==> src/rtl/flit_arbiter.sv <==
// Round-robin flit arbiter with packet locking: grants one source per cycle,
// holds the grant for the length of a packet, and registers the winning flit.
module flit_arbiter #(
  parameter int NUM_SRC = 4,
  parameter int SEG_W   = 16,
  localparam int ID_W   = (NUM_SRC > 1) ? $clog2(NUM_SRC) : 1
) (
  input  logic                     clk,
  input  logic                     reset,
  input  logic [NUM_SRC-1:0]       req_valid,
  input  logic [NUM_SRC-1:0]       req_last,
  input  logic [NUM_SRC*SEG_W-1:0] req_hf,
  input  logic [NUM_SRC*SEG_W-1:0] req_bf,
  input  logic [NUM_SRC*SEG_W-1:0] req_tf,
  output logic [NUM_SRC-1:0]       req_ready,
  input  logic                     fifo_full,
  output logic [3*SEG_W-1:0]       flit_out,
  output logic                     write_enable,
  output logic [ID_W-1:0]          grant_id,
  output logic                     locked
);

  typedef enum logic {IDLE, LOCKED} state_t;

  state_t             state_q, state_d;
  logic [ID_W-1:0]    owner_q, owner_d;
  logic [ID_W-1:0]    last_q, last_d;
  logic [3*SEG_W-1:0] flit_q, flit_d;
  logic               we_q, we_d;
  logic [ID_W-1:0]    grant_q, grant_d;

  logic               sel_found;
  logic [ID_W-1:0]    sel_idx;
  logic [ID_W-1:0]    cand;
  logic               xfer;
  logic [ID_W-1:0]    xfer_id;

  // Round-robin search starting one past the previous winner.
  always_comb begin
    sel_found = 1'b0;
    sel_idx   = '0;
    cand      = '0;
    for (int k = 1; k <= NUM_SRC; k++) begin
      cand = ID_W'((int'(last_q) + k) % NUM_SRC);
      if (!sel_found && req_valid[cand]) begin
        sel_found = 1'b1;
        sel_idx   = cand;
      end
    end
  end

  always_comb begin
    req_ready = '0;
    xfer      = 1'b0;
    xfer_id   = (state_q == LOCKED) ? owner_q : sel_idx;
    if (!reset && !fifo_full) begin
      if (state_q == LOCKED) begin
        req_ready[owner_q] = req_valid[owner_q];
        xfer               = req_valid[owner_q];
      end else begin
        req_ready[sel_idx] = sel_found;
        xfer               = sel_found;
      end
    end
  end

  always_comb begin
    state_d = state_q;
    owner_d = owner_q;
    last_d  = last_q;
    flit_d  = flit_q;
    grant_d = grant_q;
    we_d    = xfer;
    if (xfer) begin
      flit_d  = {req_tf[int'(xfer_id)*SEG_W +: SEG_W],
                 req_bf[int'(xfer_id)*SEG_W +: SEG_W],
                 req_hf[int'(xfer_id)*SEG_W +: SEG_W]};
      grant_d = xfer_id;
      last_d  = xfer_id;
      if (state_q == IDLE) begin
        if (!req_last[xfer_id]) begin
          state_d = LOCKED;
          owner_d = xfer_id;
        end
      end else if (req_last[xfer_id]) begin
        state_d = IDLE;
      end
    end
  end

  always_ff @(posedge clk or posedge reset) begin
    if (reset) begin
      state_q <= IDLE;
      owner_q <= '0;
      last_q  <= ID_W'(NUM_SRC - 1);
      flit_q  <= '0;
      we_q    <= 1'b0;
      grant_q <= '0;
    end else begin
      state_q <= state_d;
      owner_q <= owner_d;
      last_q  <= last_d;
      flit_q  <= flit_d;
      we_q    <= we_d;
      grant_q <= grant_d;
    end
  end

  assign flit_out     = flit_q;
  assign write_enable = we_q;
  assign grant_id     = grant_q;
  assign locked       = (state_q == LOCKED);

endmodule

==> config.mk <==
export PLATFORM = sky130hd
export DESIGN_NAME = flit_arbiter
export DESIGN_NICKNAME = d
export VERILOG_FILES = /design/src/rtl/flit_arbiter.sv
export SDC_FILE = /design/constraint.sdc
export NUM_CORES = 1
export LEC_CHECK = 0
export ABC_CLOCK_PERIOD_IN_PS = 2900
export CAP_MARGIN = 10
export CELL_PAD_IN_SITES_DETAIL_PLACEMENT = 0
export CELL_PAD_IN_SITES_GLOBAL_PLACEMENT = 1
export CORE_ASPECT_RATIO = 1.75
export CORE_MARGIN = 2
export CORE_UTILIZATION = 27
export CTS_CLUSTER_DIAMETER = 150
export DETAILED_ROUTE_END_ITERATION = 8
export PLACE_DENSITY_LB_ADDON = 0.1
export SYNTH_ARGS = -nofsm -noshare
export SYNTH_HDL_FRONTEND = slang
export SYNTH_SLANG_ARGS = --single-unit
==> constraint.sdc <==
create_clock -name clk -period 2.9 [get_ports clk]
set_input_delay 0.29 -clock clk [delete_from_list [all_inputs] [get_ports clk]]
set_output_delay 0.29 -clock clk [all_outputs]
set_load 0.1 [all_outputs]
; Word-level counts from Yosys, hierarchy flattened
; Index checks and enable logic that the tools add are counted.
[word_totals]
register_bits = 56
word_cells = 68
output_inout_bits = 56
inputBits = 203
[op_classes]
bitwise_logic = 4
n_addsub = 4
magnitude_cmp = 9
mux = 30
shifts = 3
n_reduce_logical = 12
[op_table]
columns = operator, count
row1 = $shiftx 64x7->16, 3
row2 = $lt 2x3->1 const B, 7
row3 = $mux 1, 15
row4 = $bmux 1 s2, 6
row5 = $mux 2, 5
row6 = $and 4x4->4, 2
row7 = $mux 4, 2
row8 = $logic_and 1x1->1, 6
row9 = $logic_not 1->1, 5
row10 = $add 2x1->2 const B, 2
row11 = $add 2x2->2 const B, 2
row12 = $demux 1 s2, 2
row13 = $ge 2x1->1 const B, 2
row14 = $reduce_and 3->1, 1
row15 = $not 1->1, 2

; Logic depth before layout (Yosys ltp)
[depth]
word_depth = 20
ltp_mapped = 9
ltp_nobuf = 6

; Worst setup path before layout
; OpenSTA, ideal clock, no wires.
[synth_path]
path_type = register to output
from = register state_q (netlist: locked)
to = output port req_ready[3]
n_path_buf = 3
setup_slack_ns = -1.551
required_time_ns = 2.610
arrival_ns = 4.161
path_stages_with_launch = 9
path_cell_list = dfrtp_1 -> buf_4 -> inv_1 -> o211a_1 -> o21ai_2 -> nand2_1 -> buf_6 -> buf_4 -> nor3b_1
[synth_via]
elab_chain_cells = 2
[synth_rtl]
columns = element, line_no
row1 = from (decl), 25  ; state_t state_q, state_d;
row2 = from (signal assigned), 100  ; state_q <= state_d;
row3 = $mux 4, 57  ; if (state_q == LOCKED) begin
row4 = $mux 4, 56  ; if (!reset && !fifo_full) begin
row5 = to (decl), 15  ; output logic [NUM_SRC-1:0] req_ready,
; Every way passes these cells.

; Worst setup path after layout
[layout_path]
from = input port req_valid[3]
to = output port req_ready[2]
[layout_via]
elab_chain_cells = 19
elab_cells_between_ends = 33
classes_between = 2 x order compare / 22 x mux / 2 x bitwise / 7 x reduce/logical
[layout_rtl]
columns = element, line_no
row1 = from (decl), 10  ; input logic [NUM_SRC-1:0] req_valid,
row2 = $bmux 1 s2, 45  ; if (!sel_found && req_valid[cand]) begin
row3 = $mux 1 (not written as such), 45
row4 = $mux 1, 45
row5 = $logic_not 1->1, 45
row6 = $logic_and 1x1->1, 45
row7 = $mux 1, 45
row8 = $logic_not 1->1, 45
row9 = $logic_and 1x1->1, 45
row10 = [3 not listed], n/a
row11 = $mux 2, 45
row12 = $lt 2x3->1 (not written as such) / $ge 2x1->1 (equally long branches), 61  ; req_ready[sel_idx] = sel_found;
row13 = $logic_and 1x1->1 (not written as such), 61
row14 = $mux 1 (not written as such), 61
row15 = $demux 1 s2, 61
row16 = $and 4x4->4 (no line), n/a
row17 = $mux 4 (*), 57
row18 = $mux 4 (*), 56
; Every way passes the cells marked *; elsewhere a longest branch is shown, timed or not. The select of a mux whose other input is x is not followed.

==> results.toml <==
[status]
outcome = "completed"

[cells_and_area]
layout-drive-gt1-share_pct = 15.7
final_core_util_pct = 48.5
synthToLayoutAreaGrowth_pct = 77.1
antenna_cells = 0
fin_cells = 767
num-nets-final = 796

[min_path]
hold_path_class = "reg2reg"

[cts]
cts_tree = "built"
cts.sinks = 56
clock_path_buffers = 2
worstSkewPairLatency_ps = 300
root_buffer = "clkbuf_16"
postCtsSetupRepairBufs = 0
cts_inserted_buffers = 5
postCtsHoldBufs = 0
cts_resized = 0
htreeDepth = 2
clk_pin_slew_ps = 70

[critical_path]
critPathKind = "in2out"
required_ps = 2610
crit_slowest_cell = "clkdlybuf4s50_1"
critical_path.cell_chain = "clkdlybuf4s50_1, nor2_1, or2_2, a221o_1, nor3_1, a41oi_1, nor3_4, buf_12"
slowest_delay_ps = 600
crit_family = "simple AND/OR/NAND/NOR gates"
critPathLaunchType = "primary input"
critPathArrivalTime_ps = 2410
endpoint_kind = "output pin"
critPathBufInv = 2
crit_fanout = 8

[yosys]
avgSynthCellArea_um2 = 10.6
synth_top_cells_by_count = "mux2i_1 (101), nand2_1 (57), dfrtp_1 (54), o221ai_1 (49), buf_6 (11)"
synthArstFlopShare_pct = 100
synth-edff-count = 0
synth_warnings = 0
yosysTopAreaCell = "dfrtp_1"
synth_seq_area_share_pct = 38.5
mappedNetlistNets = 546
synth-seq-cells = 56
synth_top_cells_by_area = "dfrtp_1 (37%), mux2i_1 (28%), o221ai_1 (12%)"
syn-cell-area_mm2 = 0.00365
synth_cell_types = 41
yosysMostFrequentCell = "mux2i_1"
syn_inst = 343
synth_top_area_share_pct = 37.0
ys.flop_type = "dfrtp_1"

[detailed_routing]
wl_per_cell_um = 19.0
dr.first_iter.drc_count = 93
drtAntennaViolNets = 0
vias_per_cell = 5.01
first_pass_iters = 5
num_vias = 3844
wl_um = 14500
post-route-drc-count = 0

[grt]
overflow = 0
grt_pass1_wl_um = 21500
grt_pass1_vias = 4000
grt_max_degree = 56
grt_use_total_pct = 19.3
antenna_found_initial = 0

[placement]
place.gp.congestion = 0.848
io_buffers = 258
dp_slack_ps = 227
place_inst = 760
hpwl_um = 11500

[sta]
fmax_mhz = 370
rsz0062_at_grt = "no"
fin_crit_ps = 2700
hold_viol = 0
fin_worst_skew_ps = 9.69
timing.final.ws_setup_ps = 200
period_share_pct = 93.1
finalMaxSlewViolations = 0
relSlewSlack_pct = 55.9
report.final.setup_viol = 0
tightest_slew_ps = 660

[run]
maxCapViolations = 0

[power]
ir_worst_vdd_mv = 0.626
finalPower_w = 0.00708
p_leak_nw = 2.63
power_density_mw_per_mm2 = 1100

[floorplan]
die_x_um = 91.9
core_region_area_mm2 = 0.0133
die_h_um = 158
die-area_mm2 = 0.0145
rows = 56
boundaryPins = 259
initial_core_util_pct = 27.4
sequential cells by signal, indices dropped and copies added, names as in the netlist:
| name | flops |
|---|---|
| grant_id | 2 |
| locked | 1 |
| flit_out | 48 |
| write_enable | 1 |
| owner_q | 2 |
| last_q | 2 |
cells by family after synthesis:
family / after synthesis / share of synthesized area, %
simple gates: 80 / 9.47
flops: 56 / 38.5
compound gates: 71 / 17.1
buf+inv: 33 / 6.28
mux: 103 / 28.6
worst reg2reg max path: stages (launching register included):
cell and delay [ps]:
dfstp_2 590, mux2i_1 290, o211a_1 190, o21ai_2 90, nand2_4 130, buf_12 350, mux2i_1 310, o221ai_1 170
cell usage in the layout (no fill, tap or decap), types with 2 or more instances in the layout:
cell type | synthesis | routed
o21ai_0 | 2 | 2
a41oi_1 | 2 | 2
inv_2 | 1 | 2
buf_4 | 3 | 62
a21oi_1 | 4 | 3
mux2i_1 | 101 | 101
or2_2 | 1 | 2
nor2b_1 | 3 | 3
clkdlybuf4s50_1 | 0 | 202
nor2_1 | 4 | 3
buf_12 | 0 | 7
o21a_1 | 2 | 2
nand2b_1 | 3 | 3
o211a_1 | 2 | 2
o221ai_1 | 49 | 49
dfstp_2 | 2 | 2
clkbuf_16 | 0 | 5
dfrtp_1 | 54 | 54
nor3_1 | 4 | 3
inv_1 | 4 | 3
nand2_1 | 57 | 55
layer usage:
| layer | vias to the layer above | routed length (um) | global-route usage [%] |
|---|---|---|---|
| li1 | 1807 | - | - |
| met1 | 1824 | 4760 | 18.5 |
| met2 | 181 | 8460 | 39.5 |
| met5 | - | 0 | 0 |
| met3 | 32 | 791 | 3.28 |
| met4 | 0 | 542 | 7.75 |
worst paths after layout:
check | to | from | cells after the start | slack [ps]
min | flit_out[1] | flit_out[1] | 2 | 490
min in group asynchronous | locked | reset | 2 | 520
max in group asynchronous | flit_out[28] | reset | 3 | 1710
max reg2reg | flit_out[41] | last_q[1] | 7 | 620
min reg2reg | flit_out[1] | flit_out[1] | 2 | 490
max | req_ready[2] | req_valid[3] | 8 | 200
per-stage QoR:
stage / hold WS [ps] / cell area (um^2) / setup TNS (ps)
floorplan: 486 / 3680 / -183
CTS: 493 / 6460 / 0
global placement: 472 / 6320 / 0
finish: 489 / 6460 / 0
global route: 513 / 6460 / 0
detailed placement: 475 / 6320 / 0
power by group:
group	total, W	switching (W)	internal, W
sequential	0.00137	0.000226	0.00115
combinational	0.00511	0.00367	0.00144
clock	0.000594	0.000280	0.000315
total	0.00708	0.00418	0.00290
final cells by class:
type,instances,area (um^2)
fillers,1275,6850
repair buffers,271,2630
multi-input cells,254,2050
flip-flops and latches,56,1400
well taps,174,218
clock buffers,5,125
inverters,5,18.8
clock inverters,2,12.5
No activity file was read; power rests on OpenSTA's default activity.
